`config.mk`:
```
export PLATFORM = sky130hd
export DESIGN_NAME = sevseg_scan_mux
export DESIGN_NICKNAME = d
export VERILOG_FILES = /design/src/rtl/sevseg_scan_mux.sv
export SDC_FILE = /design/constraint.sdc
export NUM_CORES = 1
export LEC_CHECK = 0
export BUFFER_PORTS_ARGS = -buffer_cell sky130_fd_sc_hd__buf_2
export CORE_UTILIZATION = 50
export CTS_CLUSTER_DIAMETER = 30
export DETAILED_ROUTE_END_ITERATION = 10
export GPL_TIMING_DRIVEN = 0
export PLACE_DENSITY = 0.74
export SYNTH_ARGS = -nofsm -noshare
export SYNTH_HDL_FRONTEND = slang
export SYNTH_SLANG_ARGS = --single-unit
```
`constraint.sdc`:
```
create_clock -name CLK -period 2.1 [get_ports CLK]
set_input_delay 0.315 -clock CLK [delete_from_list [all_inputs] [get_ports CLK]]
set_output_delay 0.315 -clock CLK [all_outputs]
set_load 0.005 [all_outputs]
```
`src/rtl/sevseg_scan_mux.sv`:
```
// Time-multiplexed seven-segment driver for NDIG common-anode digits with guard time and frame strobe.
// Optional leading-zero blanking is enabled by defining LEADING_ZERO_BLANK_EN.
module sevseg_scan_mux #(
  parameter int NDIG     = 4,
  parameter int TICK_DIV = 100000,
  parameter int GUARD    = 2
) (
  input  logic              CLK,
  input  logic              RST_N,
  input  logic [4*NDIG-1:0] BCD,
  input  logic [NDIG-1:0]   DP,
  input  logic              EN,
  output logic [NDIG-1:0]   AN,
  output logic [6:0]        SEGN,
  output logic              DPN,
  output logic              FRAME
);

  localparam int CW = (TICK_DIV > 1) ? $clog2(TICK_DIV) : 1;
  localparam int IW = (NDIG > 1) ? $clog2(NDIG) : 1;
  localparam logic [CW-1:0] CNT_LAST = CW'(TICK_DIV - 1);
  localparam logic [IW-1:0] IDX_LAST = IW'(NDIG - 1);

  logic [CW-1:0]   cnt;
  logic [IW-1:0]   idx;
  logic            cnt_wrap;
  logic [NDIG-1:0] sel;
  logic [NDIG-1:0] blank;
  logic [3:0]      code;
  logic            dp_bit;
  logic            off;
  logic [NDIG-1:0] an_nxt;
  logic [6:0]      segn_nxt;
  logic            dpn_nxt;

  function automatic logic [6:0] decode(input logic [3:0] c);
    logic [6:0] s;
    case (c)
      4'h0: s = 7'b1000000;
      4'h1: s = 7'b1111001;
      4'h2: s = 7'b0100100;
      4'h3: s = 7'b0110000;
      4'h4: s = 7'b0011001;
      4'h5: s = 7'b0010010;
      4'h6: s = 7'b0000010;
      4'h7: s = 7'b1111000;
      4'h8: s = 7'b0000000;
      4'h9: s = 7'b0010000;
      4'hA: s = 7'b0001000;
      4'hB: s = 7'b0000011;
      4'hC: s = 7'b1000110;
      4'hD: s = 7'b0100001;
      4'hE: s = 7'b0000110;
      default: s = 7'b0001110;
    endcase
    return s;
  endfunction

  assign cnt_wrap = (cnt == CNT_LAST);

  always_ff @(posedge CLK or negedge RST_N) begin
    if (!RST_N) begin
      cnt <= '0;
      idx <= '0;
    end else if (cnt_wrap) begin
      cnt <= '0;
      idx <= (idx == IDX_LAST) ? '0 : idx + 1'b1;
    end else begin
      cnt <= cnt + 1'b1;
    end
  end

`ifdef LEADING_ZERO_BLANK_EN
  logic lz_run;

  // Walk down from the most significant digit; a digit stays blank only while every digit above it is blank too.
  always_comb begin
    lz_run = 1'b1;
    blank  = '0;
    for (int unsigned i = NDIG - 1; i > 0; i--) begin
      lz_run   = lz_run && (BCD[4*i +: 4] == 4'h0) && !DP[i];
      blank[i] = lz_run;
    end
  end
`else
  assign blank = '0;
`endif

  // Shift-based selects keep every index in range for any NDIG, including 1.
  always_comb begin
    sel      = NDIG'(1) << idx;
    code     = 4'(BCD >> {idx, 2'b00});
    dp_bit   = |(DP & sel);
    off      = !EN || (int'(cnt) < GUARD) || (|(blank & sel));
    an_nxt   = off ? '1 : ~sel;
    segn_nxt = off ? 7'h7F : decode(code);
    dpn_nxt  = off ? 1'b1 : ~dp_bit;
  end

  always_ff @(posedge CLK or negedge RST_N) begin
    if (!RST_N) begin
      AN    <= '1;
      SEGN  <= 7'h7F;
      DPN   <= 1'b1;
      FRAME <= 1'b0;
    end else begin
      AN    <= an_nxt;
      SEGN  <= segn_nxt;
      DPN   <= dpn_nxt;
      FRAME <= cnt_wrap && (idx == IDX_LAST);
    end
  end

endmodule
```
After elaboration in Yosys (flattened, before gate mapping):

Memory sizes are Yosys's and may differ from the RTL's.
Index checks and enable logic that the tools add are counted.

* $add $sub $neg: 2
* order comparisons: 1
* equality and inequality tests: 2
* shift operators: 2
* multiplexer cells: 5
* bitwise operators: 3
* reductions and logical operators: 4

Operators by type and width (count)
* adder 17 x 1 -> 17 bit (second input constant): 1
* == test 17 bit (second input constant): 1
* less-than comparator 17 x 2 -> 1 bit (second input constant): 1
* 2-to-1 mux 17 bit: 1
* right shift 16 x 4 -> 4 bit: 1
* 2-to-1 mux 7 bit: 1
* bitwise AND 4 bit: 1
* 2-to-1 mux 4 bit: 1
* NOT 4 bit: 1
* OR reduction 4 bit: 1
* left shift 1 x 2 -> 4 bit (first input constant): 1
* adder 2 x 1 -> 2 bit (second input constant): 1
* == test 2 bit (second input constant): 1
* 2-to-1 mux 2 bit: 1
* logical AND 1 bit: 1
* logical NOT 1 bit: 1
* logical OR 1 bit: 1
* 2-to-1 mux 1 bit: 1
* NOT 1 bit: 1

* flip-flop bits (word level): 32
* bits in read-only memories: 112
* input port bits: 23
* output and inout port bits: 13
* word-level logic and storage cells: 26
* memories: 1

Memories
* (no name shown): words 16, bits a word 7, rd ports 1, clocked after Yosys merged registers in 0, wr ports 0, RTL line 38 `case (c)`

Logic depth before layout (Yosys ltp):

Gate-level depths: netlist of run 1.

* word-level depth: 5
* gate-level depth with buffers: 7

Least setup slack after synthesis of run 1:

Ideal clock, no wire load.

* kind: register to register
* from: register idx[0]
* to: register SEGN[4]
* library setup time: 82 ps
* arrival time: 1729 ps
* data required time: 2018 ps
* path slack: 290 ps
* cell stages (with the launch flop): 7
* period minus slack after synthesis: 1810 ps
* path through: dfrtp_1 -> buf_6 -> mux4_2 -> ha_1 -> mux2_1 -> o21ai_1 -> nand2_1

* longest elaborated chain between the ends: 3

Ends and longest elaborated chain
* start, declared: RTL line 25 `logic [IW-1:0] idx;`
* start signal, assigned: RTL line 67 `idx <= (idx == IDX_LAST) ? '0 : idx + 1'b1;`
* right shift 16 x 4 -> 4 bit: RTL line 92 `code = 4'(BCD >> {idx, 2'b00});`
* memory (16 x 7 bit)
* 2-to-1 mux 7 bit: RTL line 96 `segn_nxt = off ? 7'h7F : decode(code);`
* via segn_nxt[4]: RTL line 33 `logic [6:0] segn_nxt;`
* end signal, assigned: RTL line 108 `SEGN <= segn_nxt;`
* end, declared: RTL line 14 `output logic [6:0] SEGN,`

The timed path passes the listed nets, and every way through them passes these cells.
A chain may end at the register's enable or synchronous reset.

Final worst setup path of run 1:

* from: register idx[0]
* to: register SEGN[1]

The elaborated chain is that of the path after synthesis.

==> impl.org, run 1 <==
** Status
- Status :: complete, no violations

** Global route
- Entering global routing, the biggest net connects 33 pins.
- Global-route wire length before repair :: 5200 um
- Global routing finished with a remaining overflow of 0.
- Number of global-route vias before repair :: 1238
- Number of antenna violations at the first check in global routing :: 0
- Total global routing track utilization :: 0.189

** STA
- Worst setup skew after layout :: 0.0120 ns
- Setup TNS Final :: 0 ns
- Number of slew-limit violations in the final report :: 0
- Slew @ Worst Pin :: 0.669 ns
- Maximum frequency from static timing analysis :: 517 MHz
- The count of endpoints failing hold in the final timing report came to 0.
- The worst pin sits at a relative slew slack of 0.554.
- Setup Viol. Count Final :: 0
- In the finished design, the share of the clock period the worst path needs comes to 0.921.
- After layout, the minimum clock period comes to 1.93 ns.
- Setup repair after global routing left no endpoint under its margin.

** Synth
- Among all flip-flop cells after synthesis, the most frequent one is dfrtp_1.
- The number of nets handed over by synthesis was 193.
- The average instance in the mapped netlist occupies 11.1 sq um.
- Share of synthesized registers carrying an async set or reset :: 1.00
- The number of different library cells used by synthesis comes to 39.
- Of the total synthesized cell area, the portion taken by full adders, half adders and majority gates is 0.0783.
- After synthesis the netlist holds a flip-flop and latch count of 32.
- The synthesized-area fraction occupied by ao, oa, aoi and oai cells came to 0.0762.
- Of the total synthesized cell area, the portion taken by AND, OR, NAND and NOR gates is 0.190.
- Sequential share of the synthesized area :: 0.464
- Combined area of all synthesized cells :: 1760 sq um
- Ys Warns :: 0
- Of the total synthesized cell area, the portion taken by XOR and XNOR cells is 0.0847.
- Synthesis produced a netlist whose cell count is 159.
- Combinational family with the most area after synthesis :: simple AND/OR/NAND/NOR gates
- Multiplexer share of the synthesized area :: 0.0769
- The synthesized design contains 0 enable-type register cells.

** Clock network
- Clock tree synthesis inserted a total of 5 buffers.
- The later pin in the worst-skew pair is clocked with a latency of 0.33 ns.
- Clock tree root buffer cell :: clkbuf_4
- The longest clock path from root to sink contains 2 buffers.
- After clock tree synthesis, the clock-pin slew on the worst setup and hold paths is 0.11 ns.
- H-tree level count :: 2
- TritonCTS built the clock tree.
- Hold Buf Count CTS :: 0
- Sink count of the clock tree :: 32

** Placed design
- Placer Congestion :: 0.816
- The HPWL after detailed placement is 2460 um.
- Count of input and output buffers :: 35
- Count of placed standard cells including taps :: 240

** Power
- The share of total power dissipated in combinational logic is 0.106.
- Switching Fraction :: 0.254
- Of the total power, registers draw 0.579.
- Worst IR drop on VDD :: 0.399 mV
- Power per unit of standard cell area :: 537 nW/um^2
- Leakage power :: 0.918 nW
- The share of total power dissipated in the clock network is 0.315.
- Cell internal power was estimated by the tool at 0.825 mW.
- Summed over all nets, the switching power comes to 0.281 mW.

** Routing
- DR DRC count :: 0
- Initial drt markers :: 28
- Before antenna repair, the detailed router went through 4 iterations.
- Dividing the detail-routed via count by the number of cells gives 5.30.
- In the final routed layout, each cell accounts on average for 13.0 um.
- In this run the remaining antenna-violating nets after routing total 0.
- Routed Wire Length :: 3230 um
- The detailed router placed 1320 vias in this run.

** Worst setup path
- For the worst setup path, the data arrival time is 2.18 ns.
- Among the stages of the critical path, the cell type that occurs most often is o211ai_1.
- Slowest cell on the critical path :: mux4_2
- STA classifies the critical path startpoint as a flop.
- The critical path goes through buf_6, mux4_2, inv_1, ha_1, o211ai_1, o211ai_1.
- Worst Path Required :: 2.34 ns
- Critical-path maximum fanout :: 6
- Reg-to-reg slack, setup :: 0.17 ns
- The critical path in this run is classified as flop to flop.
- Largest incremental delay on the critical path :: 0.56 ns
- Depth of the most critical reg-to-reg path :: 6
- STA classifies the critical path endpoint as a flop.

** Die
- For this configuration, the core starts out at a cell density of 0.523.
- The core region is 3360 sq um.
- Measured along the y axis, the die boundary spans 61.3 um.
- The die covers 3760 sq um.
- I/O pin total :: 36
- Site Rows :: 21
- The floorplan step set the die width to 61.3 um.

** Final layout
- Share of cells above drive strength 1 :: 0.345
- Filler Cell Count :: 309
- 0 antenna diodes ended up in the layout.
- After the last flow step, the layout net total stands at 236.
- Synthesis-to-layout area growth :: 17.3%
- Number of cells in the finished layout apart from fillers :: 249
- Commonest cells after routing, fill and taps aside :: buf_2, dfrtp_1, nand2_1, dfstp_2, nor2_1
- Leaving out fill and tap cells, the most frequent cell in the layout is buf_2.

** Flow run
- Max-capacitance violation count :: 0

** Worst hold path
- Hold crit path type :: input port to asynchronous set/reset pin
==> registers in the layout, summed over array words and instances, names as in the netlist <==
name,count
cnt,17
AN,4
FRAME,1
DPN,1
idx,2
SEGN,7
==> synthesized netlist by cell type, types with 2 or more instances <==
cell,count,area (sq um)
o221ai_1,2,17.5
a22oi_1,2,15.0
dfstp_2,12,315
o21ai_0,2,10.0
and2_1,2,12.5
dfrtp_1,20,500
xor2_1,9,78.8
nand4_1,2,12.5
and4_1,4,35.0
ha_1,11,138
nor3_1,2,10.0
or2_1,2,12.5
nand2_1,18,67.6
xnor2_1,8,70.1
o21ai_1,3,15.0
and3_1,4,25.0
mux4_2,5,113
inv_1,4,15.0
o211ai_1,3,22.5
a21oi_1,3,15.0
nor4_1,2,12.5
nand3_1,9,45.0
nor2_1,11,41.3
buf_6,2,22.5
buf_2,3,15.0
==> area by class of cell <==
type,count,area (sq um),share of cell area
clock buffers,5,37.5,0.0182
inverters,4,15.0,0.00728
multi-input cells,118,892,0.433
plain buffers,5,37.5,0.0182
repair buffers,36,183,0.0886
flip-flops and latches,32,816,0.396
well taps,46,57.6,0.0279
clock inverters,3,23.8,0.0115
==> routing by layer <==
metal  share of wire  global-route usage  vias up
li1                -                   -      650
met5               0                   0        -
met3           0.045              0.0399        3
met2            0.47               0.292       35
met4          0.0071              0.0747        0
met1            0.48               0.263      632
==> logic make-up (layout without fill, tap and decap cells) <==
family	after synthesis	count (layout)
simple gates	64	64
flops	32	32
compound gates	19	19
xor+xnor	17	17
fa+ha+maj	11	11
buf+inv	9	53
mux	7	7
==> path summary, 6_finish.rpt <==
kind / from / end
worst max register to register: idx[0] / SEGN[1]
worst min register to register: cnt[0] / cnt[0]
worst min-delay path: RST_N / cnt[1]
worst max-delay path: idx[0] / SEGN[1]
max in group asynchronous: RST_N / cnt[16]
min in group CLK: DP[3] / DPN
==> critical path, delay by kind of cell (launching register included) <==
family,cells,cell delay [ns]
compound gates,2,0.29
flops,1,0.41
fa+ha+maj,1,0.27
mux,1,0.56
buf+inv,2,0.31
==> power by group through the flow <==
stage / sequential [mW] / combinational [mW] / clock, mW
after floorplan: 0.654 / 0.0577 / 0
after global placement: 0.651 / 0.113 / 0
after detailed placement: 0.652 / 0.118 / 0
after CTS: 0.641 / 0.118 / 0.366
after global routing: 0.643 / 0.133 / 0.396
final: 0.641 / 0.117 / 0.348
==> metrics by stage <==
stage	setup WS [ns]	area (sq um)	power, mW	hold slack, ns	util
after floorplan	0.290	1760	0.712	0.0194	-
after global placement	0.181	1990	0.765	0.384	0.592
after detailed placement	0.129	1990	0.770	0.392	0.592
after CTS	0.0976	2050	1.13	0.0151	0.610
after global routing	0.0183	2060	1.17	0.0403	0.613
final	0.166	2060	1.11	0.00572	0.613
==> timing repair <==
item | CTS | global route
gates resized for setup | 0 | 1
endpoints found under the hold margin | 0 | 0
buffers inserted | 0 | 1
endpoints found under the setup margin | 0 | 2
Power figures use the tool's default switching activity.
==> inputs of run 2 (changes only) <==
==> constraint.sdc (replaced) <==
create_clock -name CLK -period 1.8 [get_ports CLK]
set_input_delay 0.27 -clock CLK [delete_from_list [all_inputs] [get_ports CLK]]
set_output_delay 0.27 -clock CLK [all_outputs]
set_load 0.005 [all_outputs]
==> impl.org, run 2 (synthesis results as in run 1) <==
** Status
- The flow ran to the end, but the final reports show violations.
- Failing checks :: negative setup slack

** Clock network
- Maximum number of buffers from clock root to sink :: 2 (unchanged)
- Number of buffers added by the clock tree synthesis step :: 5 (unchanged)
- Sink count of the clock tree :: 32 (unchanged)
- TritonCTS built the clock tree.
- Clock insertion delay at the later pin of the skew report :: 0.34 ns (about the same)
- H-tree level count :: 2 (unchanged)
- Clock tree root buffer cell :: clkbuf_4
- Clk slew on worst S/H paths :: 0.11 ns (about the same)

** Power
- The peak supply drop came to 0.457 mV (+15%).
- Power per unit of standard cell area :: 666 nW/um^2 (+24%)
- The static leakage is 0.965 nW (+5.1%).

** STA
- Unrepaired setup endpoints after global routing :: yes
- Worst Setup Slack, final :: -0.0516 ns (-0.217 ns)
- The fraction of the cycle the final worst path needs was 1.03 (+0.108).
- The number of setup violations in the final report came to 4 (+4).
- Maximum frequency from static timing analysis :: 540 MHz (+4.5%)
- Headroom to the max-slew limit :: 0.541 (-0.0128)
- Fin. Hold Viols :: 0 (unchanged)
- Number of slew-limit violations in the final report :: 0 (unchanged)
- Hold_ws :: 0.161 ns (+0.155 ns)
- The actual transition at the worst max-transition pin is 0.688 ns (+0.0192 ns).
- The final period demand of the worst path is 1.85 ns (-0.0828 ns).
- Worst setup skew after layout :: 0.0117 ns (-0.000220 ns)

** Routing
- The starting DRC count in detailed routing was 45 (+61%).
- The number of remaining DRC errors came to 0 (unchanged).
- Detailed-route vias per instance :: 5.46 (+3.0%)
- The length of the first detailed-routing pass in iterations was 4 (unchanged).
- Routed Wire Length :: 3650 um (+13%)
- Number of nets still failing antenna checks after routing :: 0 (unchanged)
- The per-cell routed wire length came to 14.3 um (+10%).
- Routed via count :: 1392 (+5.5%)

** Global route
- The number of global-route vias before repair is 1346 (+8.7%).
- The wire length of the first global-routing pass was 5920 um (+14%).
- The number of antenna violations at the first check in global routing came to 0 (unchanged).
- Met3 Usage GRT :: 0.0420 (+0.00210)
- GRT met2 Usage :: 0.357 (+0.0652)
- The pin count of the biggest net entering global routing came to 33 (unchanged).
- The aggregate global-route resource usage is 0.216 (+0.0266).
- After global routing, the most crowded layer is met2.
- The global-route track usage on met1 was 0.279 (+0.0165).
- The total congestion overflow after global routing was 0 (unchanged).

** Placed design
- The routability-driven placement congestion ratio came to 0.867 (+6.3%).
- Count of input and output buffers :: 35 (unchanged)
- The final HPWL from detailed placement is 2620 um (+6.1%).
- The instance count after placement with tap cells included was 240 (unchanged).

** Final layout
- Biggest register :: cnt
- The final net count came to 242 (+2.5%).
- Commonest cells after routing, fill and taps aside :: buf_2, dfrtp_1, nand2_1, dfstp_2, nor2_1
- Largest registers in the final layout :: cnt x17, SEGN x7, AN x4
- # diodes :: 0 (unchanged)
- The library cell used most frequently in the layout, excluding fill and tap cells, is buf_2.
- Number of cells in the finished layout apart from fillers :: 255 (+2.4%)
- Synthesis-to-layout area growth :: 24.3%
- The ratio of cells with drive above 1 in the final layout came to 0.397 (+0.0523).
- Number of flip-flops under the largest register name :: 17 (unchanged)

** Worst setup path
- Worst Path Required :: 2.06 ns (-0.28 ns)
- The startpoint identified for the worst register-to-register timing path is idx[0].
- The most critical setup path has its endpoint at SEGN[4].
- Worst Setup Start Kind :: flop
- In this run the critical register-to-register path is captured at SEGN[4].
- The data arrival time of the worst path is 2.11 ns (-0.07 ns).
- Crit path launch :: idx[0]
- The worst setup path is of the flop to flop kind.
- The worst setup path is captured at a flop.
- Critical-path maximum fanout :: 5 (-1)
- The setup slack of the most critical reg-to-reg path was -0.05 ns (-0.22 ns).
- Depth of the most critical reg-to-reg path :: 6 (unchanged)

** Die
- Core area :: 3360 sq um (unchanged)
- Vertical extent of the die :: 61.3 um (unchanged)
- I/O pin total :: 36 (unchanged)
- The total die area is 3760 sq um (unchanged).
- Site Rows :: 21 (unchanged)
- Initial Util :: 0.523 (unchanged)
- The die width was 61.3 um (unchanged).

** Worst hold path
- The path class of the tightest hold or removal check is input port to flop.

** Flow run
- Max-capacitance violation count :: 0 (unchanged)
## run 2: timing repair
item,in CTS,in global routing
hold buffers,1,0
pin swaps,5,6
setup buffers,5,1
setup endpoints to repair,6,18
endpoints found under the hold margin,20,0
gates resized for setup,6,7
## run 2: how the worst min path moves through the flow
stage,cells past startpoint,from,end,slack (ns)
after floorplan,0,RST_N,FRAME,-0.03
after global placement,1,RST_N,cnt[9],0.34
after detailed placement,1,RST_N,cnt[6],0.36
after CTS,4,DP[3],DPN,0.14
after global routing,4,DP[3],DPN,0.20
final,4,DP[3],DPN,0.16
## run 2: metrics by stage
step                worst slack (ns)  area [sq um]  utilization  TNS, ns  power [mW]
floorplan                     0.0199          1760            -        0       0.831
global placement             -0.0789          1990        0.593   -0.209       0.893
detailed placement            -0.129          1990        0.593   -0.424       0.899
CTS                          -0.0508          2150        0.640   -0.124        1.46
global route                  -0.111          2180        0.650   -0.527        1.51
finish                       -0.0516          2180        0.650   -0.149        1.45
## run 2: report_power, final
group | switching (mW) | internal (mW) | leakage, nW
Sequential | 0.00318 | 0.744 | 0.391
Clock | 0.259 | 0.289 | 0.0412
Combinational | 0.0805 | 0.0776 | 0.532
## run 2: area by class of cell
class                      count  area [sq um]
multi-input combinational    118           928
tap                           46          57.6
buffer                         5          40.0
clock buffer                   5          37.5
timing repair buffer          42           243
sequential                    32           816
clock inverter                 3          42.5
fill                         289          1180
inverter                       4          20.0
## run 2: layer usage
layer | share of wire | up-vias
met4 | 0.024 | 0
met3 | 0.045 | 9
met2 | 0.50 | 51
met5 | 0 | -
li1 | - | 663
met1 | 0.43 | 669
## run 2: worst max-delay path: stages (launching register included)
cell and delay (ns):
dfrtp_1 0.38, buf_6 0.14, mux4_2 0.60, ha_4 0.21
mux2_4 0.26, o21ai_2 0.11, nand2_1 0.07
==> inputs of run 3 (changes only) <==
==> constraint.sdc (replaced) <==
create_clock -name CLK -period 2.3 [get_ports CLK]
set_input_delay 0.345 -clock CLK [delete_from_list [all_inputs] [get_ports CLK]]
set_output_delay 0.345 -clock CLK [all_outputs]
set_load 0.005 [all_outputs]
==> impl.org, run 3 (synthesis results as in run 1) <==
** Status
- The run finished with clean final reports.

** Die
- Horizontal die dimension :: 61.3 um (unchanged)
- Initial Util :: 0.523 (unchanged)
- The number of primary I/O pins was 36 (unchanged).
- The count of standard-cell rows came to 21 (unchanged).
- The overall die height is 61.3 um (unchanged).
- Die area :: 3760 sq um (unchanged)
- The placeable core region came to 3360 sq um (unchanged).

** Worst setup path
- STA classifies the critical path endpoint as a flop.
- Worst Setup Start Kind :: flop
- Worst r2r src :: idx[0]
- Arrival time of the worst setup path :: 2.27 ns (+0.16 ns)
- The setup slack of the most critical reg-to-reg path was 0.29 ns (+0.34 ns).
- R2R Path End :: SEGN[4]
- The required time at the endpoint of the critical path was 2.55 ns (+0.49 ns).
- The maximum fanout along the worst path came to 6 (+1).
- Depth of the most critical reg-to-reg path :: 6 (unchanged)
- The setup path with the least slack is of type flop to flop.

** Clock network
- The worst-case clock buffer depth was 2 (unchanged).
- The TritonCTS buffer count is 5 (unchanged).
- Clock tree from TritonCTS :: built
- The H-tree depth is 2 (unchanged).
- Sink count of the clock tree :: 32 (unchanged)
- The tree is rooted in a clkbuf_4.
- Clk slew on worst S/H paths :: 0.11 ns (about the same)
- The total of hold buffers inserted after clock tree synthesis came to 0 (-1).
- The post-CTS setup buffer count came to 0 (-5).
- Gates resized, CTS repair :: 0 (-6)
- The clock network latency to the later pin of the worst-skew pair came to 0.33 ns (about the same).

** Placed design
- The area of placed instances was 1990 sq um (-0.13%).
- DPL Wire Length :: 2460 um (-5.8%)
- Count of input and output buffers :: 35 (unchanged)
- Placer Congestion :: 0.816 (-5.9%)

** Global route
- The number of antenna violations at the first check in global routing is 0 (unchanged).
- The aggregate global-route resource usage is 0.189 (-0.0266).
- The wire length of the first global-routing pass was 5200 um (-12%).
- Gr ovfl total :: 0 (unchanged)
- Pin count of the biggest net entering global routing :: 33 (unchanged)
- Number of global-route vias before repair :: 1238 (-8.0%)

** Power
- The peak supply drop came to 0.366 mV (-20%).
- The static leakage was 0.915 nW (-5.2%).
- Power per unit of standard cell area :: 493 nW/um^2 (-26%)

** STA
- Fin. Hold Viols :: 0 (unchanged)
- The number of max-slew violations in the final report came to 0 (unchanged).
- Setup Viol. Count Final :: 0 (-4)
- Slew @ Worst Pin :: 0.674 ns (-0.0144 ns)
- The total negative setup slack is 0 ns (+0.149 ns).
- The worst-case headroom to the max-slew limit is 0.551 (+0.00961).
- Ratio of final minimum period to clock period :: 0.874 (-0.154)
- Maximum frequency from static timing analysis :: 497 MHz (-7.9%)
- Worst setup skew after layout :: 0.0127 ns (+0.000964 ns)
- Setup repair after global routing left no endpoint under its margin.
- Min Clock Period, post-route :: 2.01 ns (+0.159 ns)

** Flow run
- The max-cap check violation count is 0 (unchanged).

** Routing
- The via density per instance came to 5.32 (-2.5%).
- DR WL/cell :: 12.9 um (-9.8%)
- The number of remaining DRC errors came to 0 (unchanged).
- The length of the first detailed-routing pass in iterations came to 4 (unchanged).
- Initial drt markers :: 25 (-44%)
- The residual antenna-violating net count after detailed routing is 0 (unchanged).
- The total wirelength of the detailed-routed design came to 3200 um (-12%).
- The number of vias in the routed layout came to 1320 (-5.2%).

** Final layout
- Largest registers in the final layout :: cnt x17, SEGN x7, AN x4
- The number of diodes was 0 (unchanged).
- NumNets Final :: 235 (-2.9%)
- Compared with the post-synthesis result, the final layout area differs by 16.7%.
- The flip-flop count of the largest register, all copies and words added is 17 (unchanged).
- Biggest register :: cnt
- The top cell types in the final layout, fill and taps aside, are buf_2, dfrtp_1, nand2_1, dfstp_2.
- Filler Cell Count :: 311 (+7.6%)
- The ratio of cells with drive above 1 in the final layout came to 0.337 (-0.0605).
- Most common cell after layout, fill and taps aside :: buf_2
- Layout Cell Area excl Fill :: 2050 sq um (-6.1%)

** Worst hold path
- Hold crit path type :: input port to asynchronous set/reset pin
-- run 3: cell types whose count changed in the layout (fill, tap and decap cells not counted), sizes merged --
cell,delta
buf,-5
clkinvlp,+1
clkbuf,-1
bufinv,-1
dlygate4sd3,-1
-- run 3: worst max path at each step --
stage / startpoint / end / slack (ns) / cells past startpoint
after floorplan: idx[0] / SEGN[4] / 0.49 / 6
after global placement: idx[0] / SEGN[4] / 0.38 / 6
after detailed placement: idx[0] / SEGN[4] / 0.33 / 6
after CTS: idx[0] / SEGN[4] / 0.30 / 6
after global routing: idx[0] / SEGN[3] / 0.16 / 7
final: idx[0] / SEGN[4] / 0.29 / 6
-- run 3: final cells by class --
cell class	count	area [sq um]	share of cell area
plain buffers	5	37.5	0.0183
clock buffers	5	37.5	0.0183
clock inverters	3	23.8	0.0116
inverters	4	15.0	0.00732
multi-input cells	118	890	0.434
flip-flops and latches	32	816	0.398
well taps	46	57.6	0.0280
repair buffers	35	175	0.0854
-- run 3: power breakdown --
group | switching [mW] | total (mW) | internal (mW)
sequential | 0.00275 | 0.585 | 0.582
combinational | 0.0560 | 0.107 | 0.0509
clock | 0.199 | 0.319 | 0.120
-- run 3: critical path, stage by stage (launching register included) --
cell     delay, ns
dfrtp_1       0.43
buf_6         0.16
mux4_2        0.57
ha_1          0.28
mux2_1        0.31
o21ai_1       0.12
nand2_1       0.07
-- run 3: per-stage QoR --
step / util / setup WS, ns / std cells / total power, mW / hold slack [ns]
6_report: 0.610 / 0.289 / 248 / 1.01 / 0.0377
3_5_place_dp: 0.592 / 0.329 / 240 / 0.703 / 0.422
4_1_cts: 0.610 / 0.298 / 248 / 1.03 / 0.0451
2_1_floorplan: - / 0.490 / 159 / 0.650 / 0.0494
5_1_grt: 0.610 / 0.157 / 248 / 1.07 / 0.0703
3_3_place_gp: 0.592 / 0.381 / 240 / 0.698 / 0.414
-- run 3: metal layers --
| metal | vias to the layer above | part of all wire | track usage |
|---|---|---|---|
| met2 | 37 | 0.47 | 0.292 |
| met1 | 633 | 0.48 | 0.263 |
| met5 | - | 0 | 0 |
| li1 | 647 | - | - |
| met3 | 3 | 0.043 | 0.0399 |
| met4 | 0 | 0.0072 | 0.0747 |
